<file path="src/rtl/sprite_rom_arbiter.sv">
// Arbitrates one synchronous-read sprite ROM among NUM_REQ requesters.
// Each grant issues a registered ROM address and returns a tagged response two cycles later.
module sprite_rom_arbiter #(
    parameter int DATA_WIDTH = 12,
    parameter int ADDR_WIDTH = 20,
    parameter int NUM_REQ    = 4,
    parameter bit PRIO0      = 1'b1,
    parameter int MAX_WAIT   = 15,
    parameter int MAX_BURST  = 8
) (
    input  logic                          clk,
    input  logic                          reset_n,
    input  logic [NUM_REQ-1:0]            req,
    input  logic [NUM_REQ*ADDR_WIDTH-1:0] req_addr,
    input  logic [NUM_REQ-1:0]            lock,
    output logic [NUM_REQ-1:0]            gnt,
    output logic [ADDR_WIDTH-1:0]         rom_addr,
    input  logic [DATA_WIDTH-1:0]         rom_data,
    output logic [NUM_REQ-1:0]            rsp_valid,
    output logic [DATA_WIDTH-1:0]         rsp_data,
    output logic                          busy
);
    localparam int IDX_W   = $clog2(NUM_REQ);
    localparam int WAIT_W  = $clog2(MAX_WAIT + 1);
    localparam int BURST_W = $clog2(MAX_BURST + 1);
    localparam logic [WAIT_W-1:0]  WAIT_MAX  = WAIT_W'(MAX_WAIT);
    localparam logic [BURST_W-1:0] BURST_MAX = BURST_W'(MAX_BURST);
    localparam logic [IDX_W-1:0]   RR_RESET  = IDX_W'(NUM_REQ - 1);

    logic [NUM_REQ-1:0][WAIT_W-1:0] wait_q, wait_d;
    logic [BURST_W-1:0]             burst_q, burst_d;
    logic [NUM_REQ-1:0]             lock_hold_q, lock_hold_d;
    logic [IDX_W-1:0]               rr_ptr_q, rr_ptr_d;
    logic [ADDR_WIDTH-1:0]          rom_addr_q, rom_addr_d;
    logic [NUM_REQ-1:0]             s1_gnt_q, s1_gnt_d;
    logic [NUM_REQ-1:0]             rsp_valid_q, rsp_valid_d;

    logic                           starve_hit, lock_win, rr_hit, win_valid, lock_sel;
    logic [IDX_W-1:0]               starve_idx, lock_idx, rr_idx, rr_cand, win_idx;
    logic [NUM_REQ-1:0]             gnt_c;

    // Handshake: a requester holds req (and its address) until it sees gnt in the same
    // cycle; that cycle is the transfer, and rsp_valid for it appears two cycles later.
    always_comb begin
        starve_hit = 1'b0;
        starve_idx = '0;
        for (int k = NUM_REQ - 1; k >= 0; k--) begin
            if (req[k] && (wait_q[k] == WAIT_MAX)) begin
                starve_hit = 1'b1;
                starve_idx = IDX_W'(k);
            end
        end

        lock_idx = '0;
        for (int k = 0; k < NUM_REQ; k++) begin
            if (lock_hold_q[k]) lock_idx = IDX_W'(k);
        end
        lock_win = (|(lock_hold_q & req)) && (burst_q < BURST_MAX);

        // Descending scan so the nearest requester after rr_ptr overwrites the rest.
        rr_hit  = 1'b0;
        rr_idx  = '0;
        rr_cand = '0;
        for (int i = NUM_REQ; i >= 1; i--) begin
            rr_cand = IDX_W'((int'(rr_ptr_q) + i) % NUM_REQ);
            if (req[rr_cand] && !(PRIO0 && (rr_cand == '0))) begin
                rr_hit = 1'b1;
                rr_idx = rr_cand;
            end
        end

        win_valid = 1'b1;
        lock_sel  = 1'b0;
        win_idx   = '0;
        if (starve_hit) begin
            win_idx = starve_idx;
        end else if (lock_win) begin
            win_idx  = lock_idx;
            lock_sel = 1'b1;
        end else if (PRIO0 && req[0]) begin
            win_idx = '0;
        end else if (rr_hit) begin
            win_idx = rr_idx;
        end else begin
            win_valid = 1'b0;
        end

        gnt_c = '0;
        if (win_valid && reset_n) gnt_c[win_idx] = 1'b1;
    end

    always_comb begin
        rr_ptr_d = win_valid ? win_idx : rr_ptr_q;
        for (int k = 0; k < NUM_REQ; k++) begin
            if (gnt_c[k] || !req[k]) begin
                wait_d[k] = '0;
            end else if (wait_q[k] == WAIT_MAX) begin
                wait_d[k] = WAIT_MAX;
            end else begin
                wait_d[k] = wait_q[k] + WAIT_W'(1);
            end
        end
        if (!win_valid) begin
            burst_d = '0;
        end else if (lock_sel) begin
            burst_d = burst_q + BURST_W'(1);
        end else begin
            burst_d = BURST_W'(1);
        end
        lock_hold_d = gnt_c & lock;
        rom_addr_d  = win_valid ? req_addr[win_idx*ADDR_WIDTH +: ADDR_WIDTH] : rom_addr_q;
        s1_gnt_d    = gnt_c;
        rsp_valid_d = s1_gnt_q;
    end

    always_ff @(posedge clk or negedge reset_n) begin
        if (!reset_n) begin
            wait_q      <= '0;
            burst_q     <= '0;
            lock_hold_q <= '0;
            rr_ptr_q    <= RR_RESET;
            rom_addr_q  <= '0;
            s1_gnt_q    <= '0;
            rsp_valid_q <= '0;
        end else begin
            wait_q      <= wait_d;
            burst_q     <= burst_d;
            lock_hold_q <= lock_hold_d;
            rr_ptr_q    <= rr_ptr_d;
            rom_addr_q  <= rom_addr_d;
            s1_gnt_q    <= s1_gnt_d;
            rsp_valid_q <= rsp_valid_d;
        end
    end

    assign gnt       = gnt_c;
    assign rom_addr  = rom_addr_q;
    assign rsp_valid = rsp_valid_q;
    assign rsp_data  = rom_data;
    assign busy      = (|s1_gnt_q) | (|rsp_valid_q);

endmodule

</file>
<file path="config.mk">
export PLATFORM = sky130hd
export DESIGN_NAME = sprite_rom_arbiter
export DESIGN_NICKNAME = d
export VERILOG_FILES = /design/src/rtl/sprite_rom_arbiter.sv
export SDC_FILE = /design/constraint.sdc
export NUM_CORES = 1
export LEC_CHECK = 0
export ABC_CLOCK_PERIOD_IN_PS = 6600
export BUFFER_PORTS_ARGS = -buffer_cell sky130_fd_sc_hd__clkbuf_2
export CAP_MARGIN = 20
export CORE_MARGIN = 1.5
export CORE_UTILIZATION = 52
export CTS_BUF_LIST = sky130_fd_sc_hd__clkbuf_16
export DETAILED_ROUTE_END_ITERATION = 6
export PLACE_DENSITY = 0.87
export SKIP_CTS_REPAIR_TIMING = 1
export SLEW_MARGIN = 10
export SYNTH_ARGS = -nofsm -noshare
export SYNTH_HDL_FRONTEND = slang
export SYNTH_SLANG_ARGS = --single-unit
export TNS_END_PERCENT = 5
</file>
<file path="constraint.sdc">
create_clock -name clk -period 6.6 [get_ports clk]
set_input_delay 0.66 -clock clk [delete_from_list [all_inputs] [get_ports clk]]
set_output_delay 0.66 -clock clk [all_outputs]
set_load 0.03 [all_outputs]
</file>
Yosys cells after proc, flatten, opt, wreduce, memory -nomap -nowiden. Cells that the tools add are included. W data, S select, Z words.

Register bits after elaboration: 54. Output and inout bits: 41.

Reductions and logical operators: 30. Equality and inequality tests: 4. Add/sub/neg operators: 9. Muxes and demuxes: 50. Bitwise logic cells: 3. Magnitude comparators: 7. Multipliers: 1. Shift operators: 1.

Operators by type and width (number): $shiftx A80 B8 Y20 (1); $mux W4 (11); $mux W2 (14); $add A4 B1 Y4 const B (5); $mux W1 (20); $eq A4 B4 Y1 const B (4); $lt A2 B3 Y1 const B (5); $reduce_or A4 Y1 (3); $logic_and A1 B1 Y1 (11); $and A4 B4 Y4 (2); $bmux W1 S2 (4); $logic_not A1 Y1 (8); $logic_not A2 Y1 (4); $mul A2 B3 Y5 const B (1); $add A2 B1 Y2 const B (2); $add A2 B2 Y2 const B (2); $logic_or A1 B1 Y1 (4); $lt A4 B4 Y1 const B (1); $demux W1 S2 (1); $ge A2 B1 Y1 const B (1); $or A1 B1 Y1 (1).

Depth between registers and ports, before layout.
Word-level depth: 19. Mapped depth: 11. Depth with buffers taken out: 9.

Worst setup path before layout. Ideal clock, no wire load.

Path type: reg-to-output. Start point: reg rr_ptr_q[0]. End point: out gnt[2]. Path slack: 3.246 ns. Cell stages (with the launch flop): 10. Data arrival time: 2.694 ns. Path buffers: 1. Path through: dfstp_2 > buf_6 > inv_1 > ha_1 > nor4bb_1 > a211o_1 > o311ai_2 > a2bb2oi_4 > nand3b_4 > nor2_1.

Word-level cells in the longest chain between the ends: 17. Elaborated cells on any way between the ends: 47. Classes of those cells: add/sub (4); order compare (2); mux (27); reduce/logical (14).

Ends and longest elaborated chain: from (decl) (RTL line 33) `logic [IDX_W-1:0] rr_ptr_q, rr_ptr_d;`; from (signal assigned) (RTL line 129) `rr_ptr_q <= rr_ptr_d;`; $add A2 B1 Y2 (RTL line 65) `rr_cand = IDX_W'((int'(rr_ptr_q) + i) % NUM_REQ);`; $bmux W1 S2 / $logic_not A2 Y1 (equally long branches) (RTL line 66) `if (req[rr_cand] && !(PRIO0 && (rr_cand == '0))) begin`; $mux W1 (implied by the code) / $logic_not A1 Y1 (equally long branches) (RTL line 66); $logic_and A1 B1 Y1 (RTL line 66); $mux W2 / $mux W1 (equally long branches) (4 in series) (RTL line 66); $mux W2 (RTL line 82) `end else if (rr_hit) begin`; $mux W2 (RTL line 80) `end else if (PRIO0 && req[0]) begin`; $mux W2 (RTL line 77) `end else if (lock_win) begin`; $mux W2 (RTL line 75) `if (starve_hit) begin`; $lt A2 B3 Y1 (implied by the code) / $ge A2 B1 Y1 (equally long branches) (RTL line 89) `if (win_valid && reset_n) gnt_c[win_idx] = 1'b1;`; $logic_and A1 B1 Y1 (implied by the code) (RTL line 89); $mux W1 (implied by the code) (RTL line 89); $demux W1 S2 (RTL line 89); $mux W4 * (RTL line 89); to (decl) (RTL line 16) `output logic [NUM_REQ-1:0] gnt,`.

Every way passes the cells marked *; elsewhere a longest branch is shown, timed or not. The select of a mux whose other input is x is not followed.

Worst setup path after layout.
Start point: reg rr_ptr_q[0]. End point: out gnt[1].

Same word-level chain as after synthesis.

==> results.py <==
metrics = {
    "cts": {
        "cts.root.buffer_cell": "clkbuf_16",
        "cts_tree": "built",
        "clk_pin_slew_worst_paths_ns": 0.07,
        "cts_buffers": 5,
        "clkSinkCount": 54,
        "htree_levels": 2,
        "clk_path_buf_depth": 2,
        "worst_skew_pair.late_latency_ns": 0.30,
    },
    "yosys": {
        "ys.flop_type": "dfrtp_1",
        "synth_area_leaders": "dfrtp_1 (39%), mux2i_1 (6.6%), a21oi_2 (5.3%), o22ai_2 (3.8%), ha_1 (3.4%)",
        "syn_area_per_cell_um2": 11.5,
        "yosys_warnings": 0,
        "yosysTopAreaCellShare_pct": 39.0,
        "ys_async_sr_fraction_pct": 100,
        "ys_ff_latch": 54,
        "yosys.area.top_type": "dfrtp_1",
        "syn_inst": 291,
        "yosysSeqAreaShare_pct": 40.6,
        "synth.distinct_cells": 62,
        "syn_area_um2": 3330,
        "syn_nets": 402,
        "synth_edf_count": 0,
    },
    "placed_design": {
        "dpl.hpwl_um": 5630,
        "pre_cts_ws_ns": 2.64,
        "placed_area_um2": 3830,
        "place_congestion": 0.824,
        "numPortBuffers": 118,
        "dp.cells": 462,
    },
    "detailed_routing": {
        "drt_iter0_markers": 89,
        "routed_wl_um": 7490,
        "drc": 0,
        "viasPerCell": 5.67,
        "wl_per_cell_um": 15.9,
        "vias": 2667,
        "dr.pass1.iters": 4,
        "postRouteAntennaNets": 0,
    },
    "critical_path": {
        "r2r_slack_ns": 2.75,
        "critPathLaunch": "rr_ptr_q[0]$_DFFE_PN1P_",
        "cp_slowest_stage_delay_ns": 0.73,
        "r2r-start": "rr_ptr_q[0]$_DFFE_PN1P_",
        "worstSetupStartpointType": "register",
        "cp_max_fo": 21,
        "slowest_stage": "dfstp_2",
        "crit_chain": "inv_1, ha_1, nor4bb_1, a211o_1, o311ai_2, a2bb2oi_4, nand3_2, nor2_1, clkbuf_2",
        "worstPathArrival_ns": 3.66,
        "crit_path_end": "gnt[1]",
        "worstSetupPathType": "reg -> out",
        "required_ns": 5.94,
        "rr_worst_depth": 10,
        "worstReg2RegEnd": "rom_addr[0]$_DFFE_PN0P_",
        "worst_setup_path_end_kind": "output pin",
    },
    "cells_and_area": {
        "fin_area_um2": 4000,
        "antenna_cells": 0,
        "layout-drive-gt1-share_pct": 47.3,
        "fin_nets": 505,
        "layout_common_cells": "clkbuf_2 (118), dfrtp_1 (52), mux2i_1 (22)",
        "final_cells": 470,
        "mostFrequentLayoutCell": "clkbuf_2",
        "area_growth_pct": 20.0,
    },
    "pwr": {
        "powerDensity_nw_per_um2": 466,
        "leakage_uw": 0.00202,
        "peakVddDrop_mv": 0.264,
    },
    "timing": {
        "fin_crit_ns": 4.32,
        "maxSlewViolCount": 0,
        "worst_slack_ns": 2.28,
        "fin_tns_setup_ns": 0,
        "tightest_slew_ns": 0.895,
        "hold_viol": 0,
        "rsz0062_at_grt": "false",
        "finalCritPeriodShare_pct": 65.5,
        "setup_viol": 0,
        "whs_ns": 0.389,
        "fin_skew_ns": 0.00955,
        "relSlewSlack_pct": 40.2,
        "timing.fmax_mhz": 231,
    },
    "outcome": {
        "status": "complete, no violations",
    },
    "die": {
        "row_count": 28,
        "coreArea_um2": 6060,
        "initial_core_util_pct": 55.0,
        "dieWidth_um": 83.1,
        "die_area_um2": 6900,
        "die_h_um": 83.1,
        "io_pins": 143,
    },
    "hold_path": {
        "holdCritPathClass": "reg -> reg",
        "hold_depth": 0,
    },
    "global_routing": {
        "grt_pass1_wl_um": 12500,
        "antenna_found_initial": 0,
        "overflow": 0,
        "track_usage_pct": 22.2,
        "first_global_vias": 2737,
        "grt_max_degree": 57,
    },
    "job": {
        "cap_violations": 0,
    },
}
==> state kept, by name, summed over array words and instances (netlist names) <==
name,count
rom_addr,20
wait_q,16
burst_q,4
lock_hold_q,4
rsp_valid,4
rsp_valid_d,4
rr_ptr_q,2
==> where the power goes <==
| group | switching (uW) | internal, uW |
|---|---|---|
| Clock | 120 | 181 |
| Sequential | 92.3 | 449 |
| Combinational | 622 | 397 |
==> routing by layer <==
layer | vias to the layer above | track usage, % | wire length [um]
met2 | 114 | 41.8 | 3990
met4 | 0 | 8.33 | 175
li1 | 1285 | - | -
met1 | 1245 | 24.5 | 2860
met3 | 23 | 4.37 | 459
met5 | - | 0 | 0
==> through the flow <==
| stage | util (%) | power [uW] |
|---|---|---|
| 6_report | 66.0 | 1860 |
| 5_1_grt | 66.0 | 1980 |
| 4_1_cts | 66.0 | 1870 |
| 3_5_place_dp | 63.2 | 1570 |
| 3_3_place_gp | 63.2 | 1530 |
| 2_1_floorplan | - | 1400 |
==> logic make-up after synthesis <==
group                      after synthesis  share of synthesized area [%]
xor gates and xnor gates                 1                          0.263
and+or+nand+nor                         67                           11.9
AOI/OAI and AO/OA                       82                           20.8
buffers and inverters                   33                           7.17
DFF                                     54                           40.6
muxes                                   45                           16.0
adders and majority gates                9                           3.38
==> cell type report <==
type / count / area, um2
clock buffers: 5 / 125
clock inverters: 3 / 47.5
flip-flops and latches: 54 / 1350
inverters: 9 / 33.8
fillers: 472 / 2060
multi-input cells: 204 / 1740
well taps: 75 / 93.8
repair buffers: 120 / 606
==> worst min path at each step <==
stage                                  start                     end  slack (ns)
global placement    rsp_valid_d[1]$_DFF_PN0_  rsp_valid[1]$_DFF_PN0_        0.37
floorplan           rsp_valid_d[1]$_DFF_PN0_  rsp_valid[1]$_DFF_PN0_        0.35
finish              rsp_valid_d[0]$_DFF_PN0_  rsp_valid[0]$_DFF_PN0_        0.39
CTS                 rsp_valid_d[3]$_DFF_PN0_  rsp_valid[3]$_DFF_PN0_        0.39
global route        rsp_valid_d[0]$_DFF_PN0_  rsp_valid[0]$_DFF_PN0_        0.40
detailed placement  rsp_valid_d[3]$_DFF_PN0_  rsp_valid[3]$_DFF_PN0_        0.37
==> cells in the mapped netlist, types with 4 or more instances <==
master	n
a21oi_1	11
a21oi_2	20
a31oi_1	4
and2_1	6
buf_4	13
buf_6	7
dfrtp_1	52
ha_1	9
inv_1	9
mux2_1	10
mux2_2	4
mux2_4	7
mux2i_1	22
nand2_1	8
nand3_1	8
nor2_1	15
nor2b_1	4
nor3_1	4
o21ai_0	5
o22ai_1	10
o22ai_2	10
==> critical path: cells and delay by family, from the launching register on <==
family          cells  cell delay, ns
buf+inv             2            0.39
fa+ha+maj           1            0.41
compound gates      3            0.95
simple gates        3            0.89
flops               1            0.73
No activity file was read; power rests on OpenSTA's default activity.
